--- config.mk ---
export PLATFORM = sky130hd
export DESIGN_NAME = mode_scheduler
export DESIGN_NICKNAME = d
export VERILOG_FILES = /design/src/rtl/mode_scheduler.sv
export SDC_FILE = /design/constraint.sdc
export NUM_CORES = 1
export LEC_CHECK = 0
export ABC_AREA = 1
export CAP_MARGIN = 20
export CORE_MARGIN = 3
export CORE_UTILIZATION = 39
export DETAILED_ROUTE_END_ITERATION = 10
export GPL_TIMING_DRIVEN = 1
export PLACE_DENSITY_LB_ADDON = 0.25
export REMOVE_ABC_BUFFERS = 1
export SLEW_MARGIN = 20
export SYNTH_ARGS = -nofsm -noshare
export SYNTH_HDL_FRONTEND = slang
export SYNTH_SLANG_ARGS = --single-unit
--- constraint.sdc ---
create_clock -name clk -period 1.5 [get_ports clk]
set_input_delay 0.3 -clock clk [delete_from_list [all_inputs] [get_ports clk]]
set_output_delay 0.3 -clock clk [all_outputs]
set_load 0.005 [all_outputs]
--- src/rtl/mode_scheduler.sv ---
// Mode scheduler: owns the shared LCD character path and the four button lines,
// handing ownership between display modes via drain/blank/grant with alarm pre-emption.
module mode_scheduler #(
    parameter int         FRAME_LEN  = 32,
    parameter int         DIP_STABLE = 16,
    parameter logic [7:0] BLANK_CHAR = 8'h20
) (
    input  logic       clk,
    input  logic       rst,
    input  logic [3:0] dip_sw,
    input  logic [3:0] sw_in,
    input  logic       alarm_req,
    input  logic       en_clk,
    input  logic [4:0] index_char,
    input  logic [7:0] data_mode0,
    input  logic [7:0] data_mode1,
    input  logic [7:0] data_mode2,
    input  logic [7:0] data_mode3,
    output logic [7:0] data_char,
    output logic [3:0] sw_out0,
    output logic [3:0] sw_out1,
    output logic [3:0] sw_out2,
    output logic [3:0] sw_out3,
    output logic [1:0] mode,
    output logic       busy,
    output logic       alarm_active,
    output logic       rst_alarm
);

    localparam logic [1:0] S_RUN   = 2'd0;
    localparam logic [1:0] S_DRAIN = 2'd1;
    localparam logic [1:0] S_BLANK = 2'd2;
    localparam logic [1:0] S_ALARM = 2'd3;

    localparam int            CW          = $clog2(DIP_STABLE + 1);
    localparam logic [CW-1:0] STABLE_MAX  = CW'(DIP_STABLE);
    localparam logic [5:0]    FRAME_TICKS = 6'(FRAME_LEN);
    localparam logic [5:0]    LAST_INDEX  = 6'(FRAME_LEN - 1);

    logic [1:0]    r_state;
    logic [1:0]    r_mode;
    logic [1:0]    r_target;
    logic [5:0]    r_blank_cnt;
    logic [3:0]    r_dip_prev;
    logic [CW-1:0] r_dip_cnt;
    logic          r_alarm_d;
    logic          r_rst_alarm;
    logic          r_sw_block;

    logic       w_valid;
    logic [1:0] w_req;
    logic       w_alarm_rise;
    logic       w_frame_end;
    logic [5:0] w_blank_inc;
    logic [1:0] w_target_upd;

    assign w_valid      = (r_dip_cnt == STABLE_MAX) && (r_dip_prev != 4'b0000);
    assign w_alarm_rise = alarm_req && !r_alarm_d;
    assign w_frame_end  = en_clk && ({1'b0, index_char} == LAST_INDEX);
    assign w_blank_inc  = r_blank_cnt + 6'd1;
    assign w_target_upd = w_valid ? w_req : r_target;

    // Lowest set bit of the stable dip value wins.
    always_comb begin
        w_req = 2'd0;
        if (r_dip_prev[0])      w_req = 2'd0;
        else if (r_dip_prev[1]) w_req = 2'd1;
        else if (r_dip_prev[2]) w_req = 2'd2;
        else if (r_dip_prev[3]) w_req = 2'd3;
    end

    // NOTE: sequential state uses non-blocking assignments so every register
    // samples the pre-edge values regardless of statement order.
    always_ff @(posedge clk or negedge rst) begin
        if (!rst) begin
            r_dip_prev <= 4'b0000;
            r_dip_cnt  <= '0;
        end else begin
            r_dip_prev <= dip_sw;
            if (dip_sw != r_dip_prev)    r_dip_cnt <= '0;
            else if (!(r_dip_cnt == STABLE_MAX)) r_dip_cnt <= r_dip_cnt + CW'(1);
        end
    end

    always_ff @(posedge clk or negedge rst) begin
        if (!rst) begin
            r_state     <= S_RUN;
            r_mode      <= 2'd0;
            r_target    <= 2'd0;
            r_blank_cnt <= 6'd0;
            r_alarm_d   <= 1'b0;
            r_rst_alarm <= 1'b0;
            r_sw_block  <= 1'b0;
        end else begin
            r_rst_alarm <= 1'b0;
            r_alarm_d   <= alarm_req;
            if (sw_in == 4'b0000) r_sw_block <= 1'b0;

            if (w_alarm_rise) begin
                r_state     <= S_ALARM;
                r_mode      <= 2'd0;
                r_target    <= 2'd0;
                r_blank_cnt <= 6'd0;
            end else begin
                case (r_state)
                    S_RUN: begin
                        if (w_valid && (w_req != r_mode)) begin
                            r_target <= w_req;
                            r_state  <= S_DRAIN;
                        end
                    end
                    S_DRAIN: begin
                        if (w_valid && (w_req == r_mode)) begin
                            r_state <= S_RUN;
                        end else begin
                            r_target <= w_target_upd;
                            if (w_frame_end) begin
                                r_state     <= S_BLANK;
                                r_blank_cnt <= 6'd0;
                            end
                        end
                    end
                    S_BLANK: begin
                        r_target <= w_target_upd;
                        if (en_clk) begin
                            if (w_blank_inc == FRAME_TICKS) begin
                                r_mode      <= w_target_upd;
                                r_state     <= S_RUN;
                                r_blank_cnt <= 6'd0;
                            end else begin
                                r_blank_cnt <= w_blank_inc;
                            end
                        end
                    end
                    S_ALARM: begin
                        // A press acknowledges; block routing until the buttons are released.
                        if (sw_in != 4'b0000) begin
                            r_rst_alarm <= 1'b1;
                            r_sw_block  <= 1'b1;
                            r_state     <= S_RUN;
                        end else if (!alarm_req) begin
                            r_state <= S_RUN;
                        end
                    end
                    default: r_state <= S_RUN;
                endcase
            end
        end
    end

    // NOTE: every output gets a default before the conditional paths, so no latch is inferred.
    always_comb begin
        sw_out0 = 4'b0000;
        sw_out1 = 4'b0000;
        sw_out2 = 4'b0000;
        sw_out3 = 4'b0000;
        if ((r_state == S_RUN) && !r_sw_block) begin
            case (r_mode)
                2'd0:    sw_out0 = sw_in;
                2'd1:    sw_out1 = sw_in;
                2'd2:    sw_out2 = sw_in;
                default: sw_out3 = sw_in;
            endcase
        end

        case (r_mode)
            2'd0:    data_char = data_mode0;
            2'd1:    data_char = data_mode1;
            2'd2:    data_char = data_mode2;
            default: data_char = data_mode3;
        endcase
        if (r_state == S_BLANK) data_char = BLANK_CHAR;
    end

    assign mode         = r_mode;
    assign busy         = (r_state == S_DRAIN) || (r_state == S_BLANK);
    assign alarm_active = (r_state == S_ALARM);
    assign rst_alarm    = r_rst_alarm;

endmodule
==> results of run 1 <==
==> final cells by class <==
type,count,area (um2)
multi-input cells,209,1490
repair buffers,145,1260
fillers,262,860
flip-flops and latches,24,606
inverters,37,156
well taps,52,65.1
clock buffers,3,41.3
clock inverters,1,30.0
==> sequential cells by signal, indices dropped and copies added (netlist names) <==
| register | flops |
|---|---|
| mode | 2 |
| r_sw_block | 1 |
| r_dip_prev | 4 |
| r_state | 2 |
| r_alarm_d | 1 |
| rst_alarm | 1 |
| r_dip_cnt | 5 |
| r_blank_cnt | 6 |
| r_target | 2 |
==> logic make-up (layout without fill, tap and decap cells) <==
group / after synthesis / count (layout) / synth area share
flops: 24 / 24 / 0.317
buf+inv: 39 / 186 / 0.0773
simple gates: 168 / 168 / 0.440
xor+xnor: 9 / 9 / 0.0456
fa+ha+maj: 7 / 7 / 0.0463
compound gates: 25 / 25 / 0.0740
==> placed cells by master, fill, tap and decap left out, types with 6 or more instances in the layout <==
| cell | synthesis | final |
|---|---|---|
| nand3_2 | 3 | 9 |
| nand2_2 | 6 | 27 |
| nand2_1 | 87 | 62 |
| buf_2 | 0 | 23 |
| nand2_4 | 4 | 8 |
| inv_2 | 2 | 7 |
| nand3_1 | 17 | 9 |
| nor2_4 | 4 | 16 |
| a21oi_1 | 9 | 6 |
| clkdlybuf4s50_1 | 0 | 48 |
| dfrtp_1 | 24 | 20 |
| nor2_1 | 29 | 16 |
| inv_1 | 34 | 24 |
| nor2_2 | 5 | 6 |
| buf_4 | 0 | 44 |
| buf_6 | 0 | 27 |
| nand4_1 | 9 | 9 |
==> worst max-delay path by stage <==
| stage | startpoint | end | depth (start not counted) |
|---|---|---|---|
| finish | mode[1] | data_char[5] | 7 |
| global route | mode[1] | data_char[5] | 7 |
| CTS | mode[1] | data_char[5] | 7 |
| detailed placement | r_state[0] | sw_out2[0] | 7 |
| global placement | r_state[0] | sw_out2[0] | 7 |
| floorplan | r_state[0] | r_blank_cnt[3] | 9 |
==> metal layers <==
layer / GRT usage / up-vias / share of wire
met5: 0 / - / 0
met4: 0.0874 / 0 / 0.031
met3: 0.0475 / 22 / 0.081
met2: 0.480 / 101 / 0.52
met1: 0.281 / 1107 / 0.37
li1: - / 1151 / -
==> power by group <==
part | internal [W] | switching [W] | total (W)
combinational | 0.00119 | 0.00123 | 0.00242
clock | 0.000357 | 0.000222 | 0.000579
sequential | 0.000737 | 0.0000701 | 0.000808
total | 0.00228 | 0.00152 | 0.00381
==> Yosys cell counts (all sizes together) <==
| master | n |
|---|---|
| a211oi | 3 |
| a21oi | 9 |
| a22o | 1 |
| clkbuf | 2 |
| clkinv | 1 |
| dfrtp | 24 |
| ha | 7 |
| inv | 36 |
| nand2 | 97 |
| nand3 | 21 |
| nand3b | 1 |
| nand4 | 10 |
| nor2 | 39 |
| o21a | 1 |
| o21ai | 10 |
| o22ai | 1 |
| xnor2 | 5 |
| xor2 | 4 |
==> timing repair <==
item | 4_1_cts | 5_1_grt
pin swaps | 30 | 38
buffers inserted | 29 | 11
endpoints found under the setup margin | 38 | 40
gates resized for setup | 172 | 78
gates cloned | 2 | 0
endpoints found under the hold margin | 0 | 0
==> worst reg2reg max path: cells and delay by family, from the launching register on <==
kind,cells,cell delay (ns)
and+or+nand+nor,4,0.35
adders and majority gates,1,0.15
AOI/OAI and AO/OA,1,0.24
buffers and inverters,5,0.44
DFF,1,0.40
==> stage by stage <==
stage,hold slack (ns),cell area [um2],total power [W],utilization,setup slack (ns)
final,0.375,3640,0.00381,0.809,-0.395
after global routing,0.393,3640,0.00403,0.809,-0.465
after CTS,0.385,3330,0.00338,0.740,-0.319
after detailed placement,0.494,2950,0.00242,0.654,-0.494
after global placement,0.484,2950,0.00237,0.654,-0.394
after floorplan,0.00441,1890,0.00164,-,0.0194
==> results.md, run 1 <==
* H-tree Lvls at 1
* Clock transition at path regs at 0.09 ns
* CTS tree: built
* Final instance count without filler cells at 471
* Number of max-cap violations at 0
* Post-detailed-route DRC marker count at 0
* Estimated wirelength of the detail-placed design at 4440 um
* Setup slack of the worst register-to-register path at -0.20 ns
* Class of the tightest hold or removal check: input port to async pin
* Antenna fix cells at 0
* Failing checks: negative setup slack
* YS warnings at 0
* Growth of design area from synthesis to finish at 92.5%
* Setup crit end kind: output port
* Global-route wire length before repair at 11,000 um
* CP peak stage delay at 0.45 ns
* Overflow left after global routing at 0
* Total vias in the final route at 2,381
* Number of input and output port buffers inserted at 77
* Worst IR drop on VDD at 788 uV
* Slack of the critical path at -0.395 ns
* DR vias/cell at 5.06
* Power per cell area at 1040 nW/um2
* CP Cell Sequence: nor2_4 > buf_6 > buf_6 > a22o_1 > a21oi_2 > nand3_2 > buf_6
* Worst Max-Slew Pin Slew at 0.322 ns
* Number of distinct library cell variants in the gate-level netlist after synthesis at 29
* Minimum clock period after layout at 1.90 ns
* Relative slew margins at 0.785
* R2R Path End: r_blank_cnt[0]
* Setup repair after global routing missed its margin: true
* Core outline area at 4500 um2
* Initial cell density of the core at 0.420
* FF+latch count, synth at 24
* Number of antenna-violating nets in the routed design at 0
* Library cell with the largest summed area after synthesis: dfrtp_1
* Average wire per cell in the routed design at 16.5 um
* Number of max-slew violations in the final report at 0
* Clock insertion delay at the later pin of the skew report at 0.28 ns
* Worst R2R Path Depth at 11
* Number of placed cells counting well taps at 429
* Critical path's most frequent cell: buf_6
* Floorplan die width at 75.7 um
* First-pass DRT Iterations at 4
* Startpoint kind of the worst setup timing path: register
* Final-stage net count at 476
* Routed wire length at 7770 um
* Share of the clock period used by the worst path at 1.26
* Height of the chip at 75.7 um
* Synthesized area at 1890 um2
* Boundary Pins at 78
* WP data required at 1.20 ns
* Cell types with the largest area share after synthesis: dfrtp_1, nand2_1, inv_1
* Worst Skew at 0.0107 ns
* Worst path buffer plus inverter count at 3
* Total Die Area at 5730 um2
* Clock buffers created by TritonCTS at 3
* Area share of the largest cell type after synthesis at 0.317
* Portion of the post-synthesis area used by sequential elements at 0.317
* Kind of critical path: register to output port
* Mapped Avg Cell Area at 6.96 um2
* Status: finished, violations left
* Fraction of final layout cells with drive strength greater than 1 at 0.492
* Maximum number of pins on one net before global-route repair at 25
* Largest fanout on the critical path at 5
* Hold violation total from the final report at 0
* Sum of negative setup slack at -9.05 ns
* Count of final setup violators at 33
* Iteration-0 DRC count of the detailed router at 84
* Routability congestion estimate from global placement at 0.866
* Vias in the first global route at 2,331
* Overall global routing resource usage at 0.254
* Worst r2r src: r_state[0]
* Maximum clock frequency at 528 MHz
* Library cell used as clock root buffer: clkbuf_8
* Number of antenna violations at the first check in global routing at 0
* Clock sink count at 24
* Max stage delay cell, worst path: dfrtp_2
* Num rows at 24
* Critical path data arrival time at 1.60 ns
* CTS Buffer Depth at 2
* Critical path's top delay family: flip-flops
* Leakage power at 1.73 nW
* Cell count after synthesis at 272
* Number of buffers inserted by hold repair at cts at 0
Power figures use the tool's default switching activity.
==> run 2: changes to the inputs <==
Settings changed: CAP_MARGIN 20 to unset.
==> results of run 2 <==
No change in the layout: final DEF, timing and power equal those of run 1.
==> run 3: changes to the inputs <==
Settings changed: CORE_ASPECT_RATIO set to 0.5, HOLD_SLACK_MARGIN set to 0.02.
==> run 3 against run 2 <==
  * The flow still finishes with violations (negative setup slack)
  * Critical path depth up 2
  * Flip-flop and latch count unchanged
  * Largest cell class unchanged
  * Die area grew 0.89%
  * Sequential power rose by 1%
  * Final cell count grew 1.9%
  * Utilization fell by 0.83 points
  * Combinational power fell by 9.5%
  * Power shrank 5.7%
  * Register-to-register slack worse by 0.04 ns
  * Wire length fell by 1.2%
==> results.md, run 3 (synthesis results as in run 1) <==
* Count of final setup violators at 36 (+9.1%)
* Power per cell area at 989 nW/um2 (-5.3%)
* Clock insertion delay at the later pin of the skew report at 0.27 ns (about the same)
* M1 GR Usage at 0.279 (-0.00233)
* Library cell used as clock root buffer: clkbuf_8
* Worst Skew at 0.00670 ns (-0.00400 ns)
* Growth of design area from synthesis to finish at 91.7%
* Routability congestion estimate from global placement at 0.835 (-3.5%)
* Met3 GRT Util at 0.0443 (-0.00315)
* Leakage power at 1.70 nW (-1.7%)
* Kind of critical path: register to output port
* CTS tree: built
* Number of max-slew violations in the final report at 0 (unchanged)
* Number of input and output port buffers inserted at 77 (unchanged)
* Core outline area at 4530 um2 (+0.58%)
* Global-route wire length before repair at 11,200 um (+1.9%)
* Largest fanout on the critical path at 4 (-1)
* Clock transition at path regs at 0.10 ns (about the same)
* Number of flip-flops in the largest register at 6 (unchanged)
* Most used routing layer in global routing: met2
* WP data required at 1.20 ns (about the same)
* Initial cell density of the core at 0.418 (-0.00244)
* Status: finished, violations left
* Number of max-cap violations at 0 (unchanged)
* Failing checks: negative setup slack
* Top library cells by usage in the layout, fill and taps aside: nand2_1, clkdlybuf4s50_1, buf_4
* Final-stage net count at 471 (-1.1%)
* Overall global routing resource usage at 0.232 (-0.0220)
* Startpoint kind of the worst setup timing path: register
* Relative slew margins at 0.787 (+0.00195)
* Clock buffers created by TritonCTS at 3 (unchanged)
* Share of the clock period used by the worst path at 1.27 (+0.00182)
* Total Die Area at 5780 um2 (+0.89%)
* Max stage delay cell, worst path: dfrtp_1
* Maximum clock frequency at 527 MHz (-0.14%)
* Class of the tightest hold or removal check: input port to async pin
* Antenna fix cells at 0 (unchanged)
* Num rows at 17 (-29%)
* Fraction of final layout cells with drive strength greater than 1 at 0.490 (-0.00131)
* Setup crit end kind: output port
* Slack of the critical path at -0.398 ns (-0.00273 ns)
* Leading registers by flop count: r_blank_cnt (6), r_dip_cnt (5), r_dip_prev (4)
* Number of antenna-violating nets in the routed design at 0 (unchanged)
* Iteration-0 DRC count of the detailed router at 177 (+110%)
* Boundary Pins at 78 (unchanged)
* Routed wire length at 7680 um (-1.2%)
* CP Cell Sequence: inv_2 > ha_4 > inv_4 > nor2_4 > buf_6 > nand2_4 > buf_6 > nor2_4 > buf_2
* Hold violation total from the final report at 0 (unchanged)
* Worst Max-Slew Pin Slew at 0.317 ns (-0.00483 ns)
* Total vias in the final route at 2,429 (+2.0%)
* CP peak stage delay at 0.41 ns (-0.04 ns)
* Average wire per cell in the routed design at 16.0 um (-3.0%)
* Number of antenna violations at the first check in global routing at 0 (unchanged)
* H-tree Lvls at 1 (unchanged)
* Routing usage on met2 at 0.435 (-0.0455)
* Vias in the first global route at 2,386 (+2.4%)
* Floorplan die width at 105 um (+38%)
* Final standard cell area without fillers at 3630 um2 (-0.45%)
* Critical path data arrival time at 1.60 ns (about the same)
* Overflow left after global routing at 0 (unchanged)
* Sum of negative setup slack at -8.94 ns (+0.110 ns)
* Worst IR drop on VDD at 661 uV (-16%)
* First-pass DRT Iterations at 4 (unchanged)
* Most common cell after layout, fill and taps aside: nand2_1
* Placed cell areas at 2960 um2 (+0.59%)
* Minimum clock period after layout at 1.90 ns (+0.00273 ns)
* Estimated wirelength of the detail-placed design at 4430 um (-0.20%)
* CTS Buffer Depth at 2 (unchanged)
* Clock sink count at 24 (unchanged)
* DR vias/cell at 5.06 (+0.10%)
* Largest reg by FF count: r_blank_cnt
* Height of the chip at 55.3 um (-27%)
* Setup repair after global routing missed its margin: true
* Post-detailed-route DRC marker count at 0 (unchanged)
* Maximum number of pins on one net before global-route repair at 25 (unchanged)
==> run 3: cell count changes in the layout (fill, tap and decap cells not counted), sizes merged <==
| cell | change |
|---|---|
| buf | -7 |
| clkbuf | +1 |
| clkdlybuf4s50 | +1 |
| clkinvlp | +1 |
| dlymetal6s2s | -1 |
==> run 3: per-stage QoR <==
step | total power, W | worst slack (ns) | cells | hold slack [ns] | util
floorplan | 0.00164 | 0.0194 | 270 | 0.00441 | -
global placement | 0.00232 | -0.386 | 443 | 0.476 | 0.654
detailed placement | 0.00236 | -0.505 | 443 | 0.485 | 0.654
CTS | 0.00320 | -0.357 | 469 | 0.388 | 0.734
global route | 0.00378 | -0.462 | 480 | 0.434 | 0.801
finish | 0.00359 | -0.398 | 480 | 0.377 | 0.801
==> run 3: final cells by class <==
class / count / area [um2]
multi-input combinational: 209 / 1500
timing repair buffer: 139 / 1200
fill: 252 / 902
sequential: 24 / 606
inverter: 37 / 161
tap: 66 / 82.6
clock buffer: 3 / 41.3
clock inverter: 1 / 30.0
timing repair inverter: 1 / 7.51
==> run 3: final timing paths <==
path                              from        endpoint  slack, ns  depth (start not counted)
min in group clk             dip_sw[0]   r_dip_prev[0]       0.50                          1
setup / recovery            r_state[0]      sw_out0[1]      -0.40                          9
hold reg to reg            r_target[1]     r_target[1]       0.54                          2
max in group asynchronous          rst  r_blank_cnt[2]       0.86                          2
setup reg to reg            r_state[0]  r_blank_cnt[0]      -0.24                         12
hold / removal                     rst       rst_alarm       0.38                          2
==> run 3: critical path, delay by kind of cell, from the launching register on <==
family	cells	cell delay, ns
adders and majority gates	1	0.15
and+or+nand+nor	3	0.26
DFF	1	0.41
buffers and inverters	5	0.50
==> run 3: what timing repair did <==
item	CTS	global route
setup buffers	21	14
hold buffers	0	0
gates cloned	1	1
endpoints found under the setup margin	37	40
pin swaps	25	41
gates resized for setup	180	76
==> run 3: power by group <==
group	switching (W)	leakage, nW	internal (W)
sequential	0.0000798	0.309	0.000737
combinational	0.00115	1.35	0.00104
clock	0.000227	0.0357	0.000357
total	0.00145	1.70	0.00214
==> run 3: routing by layer <==
metal	wire [um]	share of wire
met5	0	0
met4	193	0.025
met3	438	0.057
met2	3850	0.50
met1	3210	0.42
